`src/rtl/rv_pkg.sv`:
```
// Shared types for the integer register writeback path: result entry and arbiter source select.
package rv_pkg;
    localparam int XLEN   = 32;
    localparam int NREG   = 32;
    localparam int REG_AW = 5;

    typedef struct packed {
        logic [REG_AW-1:0] rd;
        logic [XLEN-1:0]   data;
    } wb_entry_t;

    typedef enum logic {
        SRC_ALU = 1'b0,
        SRC_LSU = 1'b1
    } src_e;
endpackage

```
`src/rtl/wb_fifo.sv`:
```
// Small in-order result buffer; one instance per producer feeding the writeback arbiter.
module wb_fifo
    import rv_pkg::*;
#(
    parameter int DEPTH = 2
) (
    input  logic      clk_i,
    input  logic      rst_i,
    input  logic      clr_i,
    input  logic      push_i,
    input  logic      pop_i,
    input  wb_entry_t din_i,
    output wb_entry_t dout_o,
    output logic      full_o,
    output logic      empty_o
);
    localparam int AW = (DEPTH > 1) ? $clog2(DEPTH) : 1;

    wb_entry_t       mem_q [DEPTH];
    logic [AW-1:0]   wr_q, rd_q;
    logic [AW:0]     cnt_q;

    assign full_o  = (cnt_q == (AW+1)'(DEPTH));
    assign empty_o = (cnt_q == '0);
    assign dout_o  = mem_q[rd_q];

    // Pointers wrap naturally because DEPTH is a power of two.
    always_ff @(posedge clk_i) begin
        if (rst_i || clr_i) begin
            wr_q  <= '0;
            rd_q  <= '0;
            cnt_q <= '0;
        end else begin
            if (push_i) wr_q <= wr_q + 1'b1;
            if (pop_i)  rd_q <= rd_q + 1'b1;
            cnt_q <= cnt_q + {{AW{1'b0}}, push_i} - {{AW{1'b0}}, pop_i};
        end
    end

    always_ff @(posedge clk_i) begin
        if (push_i) mem_q[wr_q] <= din_i;
    end
endmodule

```
`src/rtl/reg_writeback.sv`:
```
// Register bank writer: buffers ALU/LSU results, round-robins one registered write per cycle,
// and tracks in-flight destinations so decode can stall on busy operands.
module reg_writeback
    import rv_pkg::*;
#(
    parameter int FIFO_DEPTH = 2
) (
    input  logic              clk,
    input  logic              rst,
    input  logic              flush,
    input  logic              alu_valid,
    output logic              alu_ready,
    input  logic [REG_AW-1:0] alu_rd,
    input  logic [XLEN-1:0]   alu_data,
    input  logic              lsu_valid,
    output logic              lsu_ready,
    input  logic [REG_AW-1:0] lsu_rd,
    input  logic [XLEN-1:0]   lsu_data,
    input  logic              issue_valid,
    input  logic [REG_AW-1:0] issue_rd,
    input  logic [REG_AW-1:0] query_rs1,
    input  logic [REG_AW-1:0] query_rs2,
    output logic              rs1_busy,
    output logic              rs2_busy,
    output logic              reg_we,
    output logic [REG_AW-1:0] rd,
    output logic [XLEN-1:0]   rd_val
);
    wb_entry_t         alu_head, lsu_head, head;
    logic              alu_full, alu_empty, lsu_full, lsu_empty;
    logic              alu_push, lsu_push, alu_pop, lsu_pop;
    src_e              rr_q, rr_d;
    logic              reg_we_q, reg_we_d;
    logic [REG_AW-1:0] rd_q, rd_d;
    logic [XLEN-1:0]   val_q, val_d;
    logic [NREG-1:0]   sb_q, sb_d;

    assign alu_ready = !alu_full && !flush;
    assign lsu_ready = !lsu_full && !flush;
    assign alu_push  = alu_valid && alu_ready;
    assign lsu_push  = lsu_valid && lsu_ready;

    wb_fifo #(.DEPTH(FIFO_DEPTH)) u_alu_fifo (
        .clk_i(clk), .rst_i(rst), .clr_i(flush),
        .push_i(alu_push), .pop_i(alu_pop),
        .din_i('{rd: alu_rd, data: alu_data}), .dout_o(alu_head),
        .full_o(alu_full), .empty_o(alu_empty)
    );

    wb_fifo #(.DEPTH(FIFO_DEPTH)) u_lsu_fifo (
        .clk_i(clk), .rst_i(rst), .clr_i(flush),
        .push_i(lsu_push), .pop_i(lsu_pop),
        .din_i('{rd: lsu_rd, data: lsu_data}), .dout_o(lsu_head),
        .full_o(lsu_full), .empty_o(lsu_empty)
    );

    always_comb begin
        alu_pop  = 1'b0;
        lsu_pop  = 1'b0;
        rr_d     = rr_q;
        head     = alu_head;
        if (!flush) begin
            if (!alu_empty && (lsu_empty || rr_q == SRC_ALU)) begin
                alu_pop = 1'b1;
                rr_d    = SRC_LSU;
            end else if (!lsu_empty) begin
                lsu_pop = 1'b1;
                head    = lsu_head;
                rr_d    = SRC_ALU;
            end
        end
        // x0 results are consumed but never reach the bank.
        reg_we_d = (alu_pop || lsu_pop) && (head.rd != '0);
        rd_d     = rd_q;
        val_d    = val_q;
        if (reg_we_d) begin
            rd_d  = head.rd;
            val_d = head.data;
        end
    end

    // A new issue to the register being written keeps it busy for the newer producer.
    always_comb begin
        sb_d = sb_q;
        if (reg_we_q)    sb_d[rd_q]     = 1'b0;
        if (issue_valid) sb_d[issue_rd] = 1'b1;
        sb_d[0] = 1'b0;
        if (flush)       sb_d = '0;
    end

    always_ff @(posedge clk) begin
        if (rst) begin
            rr_q     <= SRC_ALU;
            reg_we_q <= 1'b0;
            rd_q     <= '0;
            val_q    <= '0;
            sb_q     <= '0;
        end else begin
            rr_q     <= rr_d;
            reg_we_q <= reg_we_d;
            rd_q     <= rd_d;
            val_q    <= val_d;
            sb_q     <= sb_d;
        end
    end

    assign rs1_busy = sb_q[query_rs1];
    assign rs2_busy = sb_q[query_rs2];
    assign reg_we   = reg_we_q;
    assign rd       = rd_q;
    assign rd_val   = val_q;
endmodule

```
`config.mk`:
```
export PLATFORM = sky130hd
export DESIGN_NAME = reg_writeback
export DESIGN_NICKNAME = d
export VERILOG_FILES = /design/src/rtl/rv_pkg.sv /design/src/rtl/wb_fifo.sv /design/src/rtl/reg_writeback.sv
export SDC_FILE = /design/constraint.sdc
export NUM_CORES = 1
export LEC_CHECK = 0
export CAP_MARGIN = 25
export CORE_MARGIN = 5
export CORE_UTILIZATION = 54
export DETAILED_ROUTE_END_ITERATION = 6
export PLACE_DENSITY_LB_ADDON = 0.3
export SETUP_SLACK_MARGIN = 0.2
export SYNTH_ARGS = -nofsm -noshare
export SYNTH_HDL_FRONTEND = slang
export SYNTH_SLANG_ARGS = --single-unit
```
`constraint.sdc`:
```
create_clock -name clk -period 3.8 [get_ports clk]
set_clock_uncertainty 0.15 [all_clocks]
set_input_delay 0.95 -clock clk [delete_from_list [all_inputs] [get_ports clk]]
set_output_delay 0.95 -clock clk [all_outputs]
set_load 0.01 [all_outputs]
```
==> results.sh, run 1 <==
export IMPL_outcome="finished clean"
export IMPL_peakVddDrop_mv=0.336
export IMPL_cp_required_ns=2.70
export IMPL_die_w_um=142
export IMPL_synth_seq_cells=228
export IMPL_antenna_found_initial=0
export IMPL_critical_path_max_stage_delay_ns=0.49
export IMPL_syn_avg_cell_area_sq_um=13.3
export IMPL_yosys_warnings=0
export IMPL_detail_route_antenna_nets=0
export IMPL_reg2reg_depth=6
export IMPL_synth_area_leader_cell="edfxtp_1"
export IMPL_io_buffers=136
export IMPL_power_total_mw=5.66
export IMPL_synth_area_leaders="edfxtp_1 (47%), dfxtp_1 (17%), mux2i_1 (11%), mux4_2 (4.3%), a21oi_1 (3.7%)"
export IMPL_rsz0062_at_grt="yes"
export IMPL_antenna_cells=0
export IMPL_synth_top_family_by_area="multiplexers"
export IMPL_period_share_pct=95.2
export IMPL_synth_compound_area_share_pct=8.78
export IMPL_tightestPinTransition_ns=0.786
export IMPL_setup_viol=0
export IMPL_rr_endpoint="rd[1]"
export IMPL_whs_path_depth=2
export IMPL_dieArea_sq_um=20100
export IMPL_ys_flop_type="edfxtp_1"
export IMPL_final_nets=942
export IMPL_drv_cap=0
export IMPL_insertion_delay_ns=0.51
export IMPL_syn_to_final_growth_pct=27.1
export IMPL_grt_max_degree=43
export IMPL_worstPathCellList="buf_6, buf_12, mux4_2, mux4_2, mux2_4, buf_6"
export IMPL_cts_setup_buffers=0
export IMPL_synthTopCellsByCount="edfxtp_1 (148), mux2i_1 (104), dfxtp_1 (80)"
export IMPL_synthesis_area_sq_um=9380
export IMPL_min_to="rd_val[18]"
export IMPL_drt_iter0_drc=586
export IMPL_overflow=0
export IMPL_rows=48
export IMPL_whs_ns=0.333
export IMPL_end_kind="output pin"
export IMPL_crit_fanout=7
export IMPL_cp_slowest_cell="mux4_2"
export IMPL_die_h_um=142
export IMPL_post_dp_hpwl_um=14900
export IMPL_ff2ff_setup_slack_ns=1.21
export IMPL_drv_slew=0
export IMPL_fmax_mhz=276
export IMPL_synth_top_area_share_pct=47.4
export IMPL_drive_above_1_share_pct=12.3
export IMPL_synth_simple_gate_area_share_pct=6.66
export IMPL_fp_coreArea_sq_um=17200
export IMPL_firstDrtPassIters=5
export IMPL_start_util_pct=54.6
export IMPL_cts_tree="done"
export IMPL_powerDensity_nw_per_um2=475
export IMPL_cts_buffers=24
export IMPL_synthAdderAreaFrac_pct=0.534
export IMPL_synth_most_common_cell="edfxtp_1"
export IMPL_setup_slack_ns=0.183
export IMPL_wl_per_cell_um=20.9
export IMPL_p_leak_nw=4.11
export IMPL_synthCells=703
export IMPL_root_buffer="clkbuf_16"
export IMPL_cp_arrival_ns=2.52
export IMPL_post_route_drc_count=0
export IMPL_syn_num_nets=802
export IMPL_period_minus_slack_ns=3.62
export IMPL_synthArstFlopShare_pct=0
export IMPL_ys_types=41
export IMPL_grt_pass1_wl_um=36500
export IMPL_ys_seq_area_share_pct=64.5
export IMPL_hold_start="rd_val[18]"
export IMPL_vias_per_cell=5.93
export IMPL_vias=6445
export IMPL_hold_buffers=0
export IMPL_grt_pass1_vias=6818
export IMPL_slew_headroom_pct=47.6
export IMPL_cp_start_kind="primary input"
export IMPL_cts_max_level=1
export IMPL_hold_viol=0
export IMPL_synth_mux_area_share_pct=16.3
export IMPL_yosys_area_share_xor_xnor_pct=0.747
export IMPL_gr_usage_all_layers_pct=22.9
export IMPL_dp_worst_setup_slack_ns=-0.648
export IMPL_cts_sinks=228
export IMPL_routed_wirelength_um=22700
export IMPL_cts_path_max_buffers=3
export IMPL_io_pin_count=137
export IMPL_synth_edf_count=148
export IMPL_globalplace_congestion=0.923
export IMPL_hp_class="reg2reg"
export IMPL_clk_pin_slew_ns=0.06
export IMPL_crit_type="in2out"
[metal layers]
metal | GRT usage, % | share of wire (%) | up-vias
met1 | 29.9 | 40 | 3216
met4 | 6.26 | 1.7 | 0
met2 | 39.2 | 51 | 270
met5 | 0 | 0 | -
met3 | 4.55 | 7.7 | 32
li1 | - | - | 2927
[repair_timing]
item | CTS | global route
resized for setup | 33 | 6
endpoints found under the setup margin | 2 | 2
pin swaps | 0 | 0
[layout by cell type, fill, tap and decap left out, drive strengths merged, types with 3 or more instances in the layout]
cell type / netlist / routed
a21oi: 71 / 71
a22o: 3 / 3
and3: 4 / 4
buf: 23 / 29
bufinv: 0 / 4
clkbuf: 21 / 33
clkdlybuf4s50: 0 / 129
clkinv: 0 / 6
dfxtp: 80 / 80
edfxtp: 148 / 148
ha: 4 / 4
inv: 10 / 10
mux2: 7 / 7
mux2i: 104 / 104
mux4: 18 / 18
nand2: 43 / 43
nand3: 35 / 35
nand3b: 5 / 5
nor2: 21 / 21
nor3b: 5 / 5
o21ai: 68 / 68
or3b: 3 / 3
xnor2: 3 / 3
xor2: 5 / 5
[flip-flops by register name, indices dropped and copies added, names as in the netlist, named ones only]
register	count
u_lsu_fifo.wr_q	1
sb_q	31
u_lsu_fifo.rd_q	1
u_alu_fifo.rd_q	1
u_lsu_fifo.mem_q	74
u_lsu_fifo.cnt_q	2
u_alu_fifo.mem_q	74
rr_q	1
u_alu_fifo.wr_q	1
u_alu_fifo.cnt_q	2
rd	5
reg_we	1
rd_val	32
[critical path: cells and delay by family]
kind	cells	cell delay, ns
multiplexers	3	1.24
buffers and inverters	3	0.32
[kinds of logic after synthesis]
| logic type | Yosys count |
|---|---|
| compound gates | 152 |
| flops | 228 |
| mux | 129 |
| buf+inv | 54 |
| xor+xnor | 8 |
| simple gates | 128 |
| fa+ha+maj | 4 |
[power breakdown]
| group | internal (mW) | switching (mW) | total [mW] |
|---|---|---|---|
| combinational | 0.240 | 0.235 | 0.475 |
| sequential | 2.72 | 0.0450 | 2.77 |
| clock | 1.51 | 0.910 | 2.42 |
| total | 4.47 | 1.19 | 5.66 |
[per-stage QoR]
stage               cell area [sq um]  util (%)  cells  setup TNS (ns)
floorplan                        9380         -    703               0
global placement                11000      64.2   1041           -1.17
detailed placement              11000      64.3   1042           -1.27
CTS                             11900      69.3   1086               0
global route                    11900      69.4   1086               0
finish                          11900      69.4   1086               0
[worst max-delay path by stage]
stage | start | end | slack (ns) | cells past startpoint
floorplan | flush | u_lsu_fifo.mem_q[0][0] | 0.27 | 3
global placement | query_rs1[0] | rs1_busy | -0.59 | 6
detailed placement | query_rs1[0] | rs1_busy | -0.65 | 6
CTS | query_rs2[0] | rs2_busy | 0.16 | 6
global route | query_rs2[0] | rs2_busy | 0.14 | 6
finish | query_rs1[0] | rs1_busy | 0.18 | 6
[final cells by class]
| class | count | area [sq um] |
|---|---|---|
| clock inverter | 11 | 154 |
| clock buffer | 33 | 676 |
| sequential | 228 | 6050 |
| timing repair buffer | 158 | 1590 |
| inverter | 10 | 37.5 |
| fill | 1236 | 5260 |
| multi-input combinational | 421 | 3130 |
| tap | 225 | 282 |
Power figures use the tool's default switching activity.
==> run 2: changes to the inputs <==
==> constraint.sdc (replaced) <==
create_clock -name clk -period 3.8 [get_ports clk]
set_clock_uncertainty 0.15 [all_clocks]
set_input_delay 0.57 -clock clk [delete_from_list [all_inputs] [get_ports clk]]
set_output_delay 0.57 -clock clk [all_outputs]
set_load 0.01 [all_outputs]
==> results.sh, run 2 (synthesized netlist as in run 1, its figures left out) <==
export IMPL_outcome="finished clean"
export IMPL_crit_fanout=9
export IMPL_wl_per_cell_um=20.7
export IMPL_rows=48
export IMPL_fp_coreArea_sq_um=17200
export IMPL_dieArea_sq_um=20100
export IMPL_worstPathCellList="clkdlybuf4s50_1, buf_6, mux4_2, mux4_2, mux2_2, dlygate4sd2_1"
export IMPL_drt_iter0_drc=516
export IMPL_whs_ns=0.328
export IMPL_cp_slowest_cell="mux4_2"
export IMPL_grt_pass1_wl_um=35200
export IMPL_io_buffers=136
export IMPL_globalplace_congestion=0.909
export IMPL_ctsResizeCount=4
export IMPL_peakVddDrop_mv=0.354
export IMPL_slew_headroom_pct=46.6
export IMPL_multi_input_area_sq_um=3120
export IMPL_cts_max_level=1
export IMPL_rsz0062_at_grt="no"
export IMPL_routed_wirelength_um=22500
export IMPL_hp_class="reg2reg"
export IMPL_final_common_cell="edfxtp_1"
export IMPL_vias=6432
export IMPL_antenna_found_initial=0
export IMPL_cts_buffers=23
export IMPL_hold_viol=0
export IMPL_detail_route_antenna_nets=0
export IMPL_period_minus_slack_ns=3.46
export IMPL_post_route_drc_count=0
export IMPL_fmax_mhz=289
export IMPL_start_util_pct=54.6
export IMPL_crit_buf_inv=3
export IMPL_setup_viol=0
export IMPL_powerDensity_nw_per_um2=472
export IMPL_tns_ns=0
export IMPL_period_share_pct=90.9
export IMPL_drive_above_1_share_pct=12.0
export IMPL_insertion_delay_ns=0.51
export IMPL_critical_path_top_delay_family="multiplexers"
export IMPL_die_w_um=142
export IMPL_power_total_mw=5.58
export IMPL_fillCellCount=1194
export IMPL_cts_sinks=228
export IMPL_startpoint="query_rs1[0]"
export IMPL_p_leak_nw=4.08
export IMPL_vias_per_cell=5.94
export IMPL_tightestPinTransition_ns=0.794
export IMPL_cp_required_ns=3.08
export IMPL_gr_usage_all_layers_pct=22.2
export IMPL_syn_to_final_growth_pct=26.1
export IMPL_cts_path_max_buffers=3
export IMPL_cp_arrival_ns=2.74
export IMPL_root_buffer="clkbuf_16"
export IMPL_drv_slew=0
export IMPL_cp_start_kind="primary input"
export IMPL_cts_tree="done"
export IMPL_crit_type="in2out"
export IMPL_die_h_um=142
export IMPL_drv_cap=0
export IMPL_grt_max_degree=40
export IMPL_final_cell_mix="edfxtp_1 (148), clkdlybuf4s50_1 (133), mux2i_1 (104), dfxtp_1 (78), a21oi_1 (70)"
export IMPL_cts_setup_buffers=0
export IMPL_critical_path_max_stage_delay_ns=0.52
export IMPL_hold_buffers=0
export IMPL_ff2ff_setup_slack_ns=1.17
export IMPL_post_dp_hpwl_um=14800
export IMPL_antenna_cells=0
export IMPL_end_kind="output pin"
export IMPL_firstDrtPassIters=5
export IMPL_final_nets=940
export IMPL_final_seq_area_sq_um=6050
export IMPL_grt_pass1_vias=6577
export IMPL_clk_pin_slew_ns=0.07
export IMPL_io_pin_count=137
export IMPL_overflow=0
export IMPL_hold_start="rd_val[6]"
export IMPL_cpMostUsedCell="mux4_2"
run 2: cell count changes in the layout (fill, tap and decap cells not counted), moves of 3 or more:
cell,delta
buf_12,-3
buf_6,-3
clkbuf_1,-4
clkdlybuf4s50_1,+4
clkinv_2,+5
run 2: where the power goes:
part	switching [mW]	total, mW	internal (mW)
clock	0.925	2.35	1.42
sequential	0.0425	2.76	2.72
combinational	0.234	0.468	0.234
total	1.20	5.58	4.38
run 2: final timing paths:
kind | cells after the start | to
worst min register to register | 2 | rd_val[6]
worst min-delay path | 2 | rd_val[6]
worst max register to register | 7 | rd[2]
worst max-delay path | 6 | rs1_busy
run 2: worst reg2reg max path: stages, from the launching register on:
cell     delay [ns]
dfxtp_2        0.64
buf_4          0.46
nor3b_1        0.32
o22ai_1        0.16
o22ai_2        0.20
buf_4          0.27
nor4_1         0.09
a31o_2         0.24
run 2: area by class of cell:
class / instances / area share, %
inverters: 10 / 0.318
flip-flops and latches: 228 / 51.2
clock buffers: 27 / 5.17
clock inverters: 15 / 1.53
repair buffers: 157 / 13.0
multi-input cells: 421 / 26.4
well taps: 225 / 2.38
run 2: metrics by stage:
stage	cells	util (%)	instance area [sq um]	setup WS [ns]
floorplan	703	-	9380	0.647
global placement	1039	64.1	11000	0.150
detailed placement	1040	64.1	11000	0.109
CTS	1082	68.8	11800	0.332
global route	1083	68.8	11800	0.254
finish	1083	68.8	11800	0.344
run 2: layer usage:
layer | track usage [%] | vias to the layer above | wire length [um] | share of wire (%)
met5 | 0 | - | 0 | 0
met4 | 6.41 | 0 | 552 | 2.5
met3 | 3.88 | 45 | 1690 | 7.5
met2 | 37.7 | 297 | 11200 | 50
met1 | 29.5 | 3166 | 9020 | 40
li1 | - | 2924 | - | -
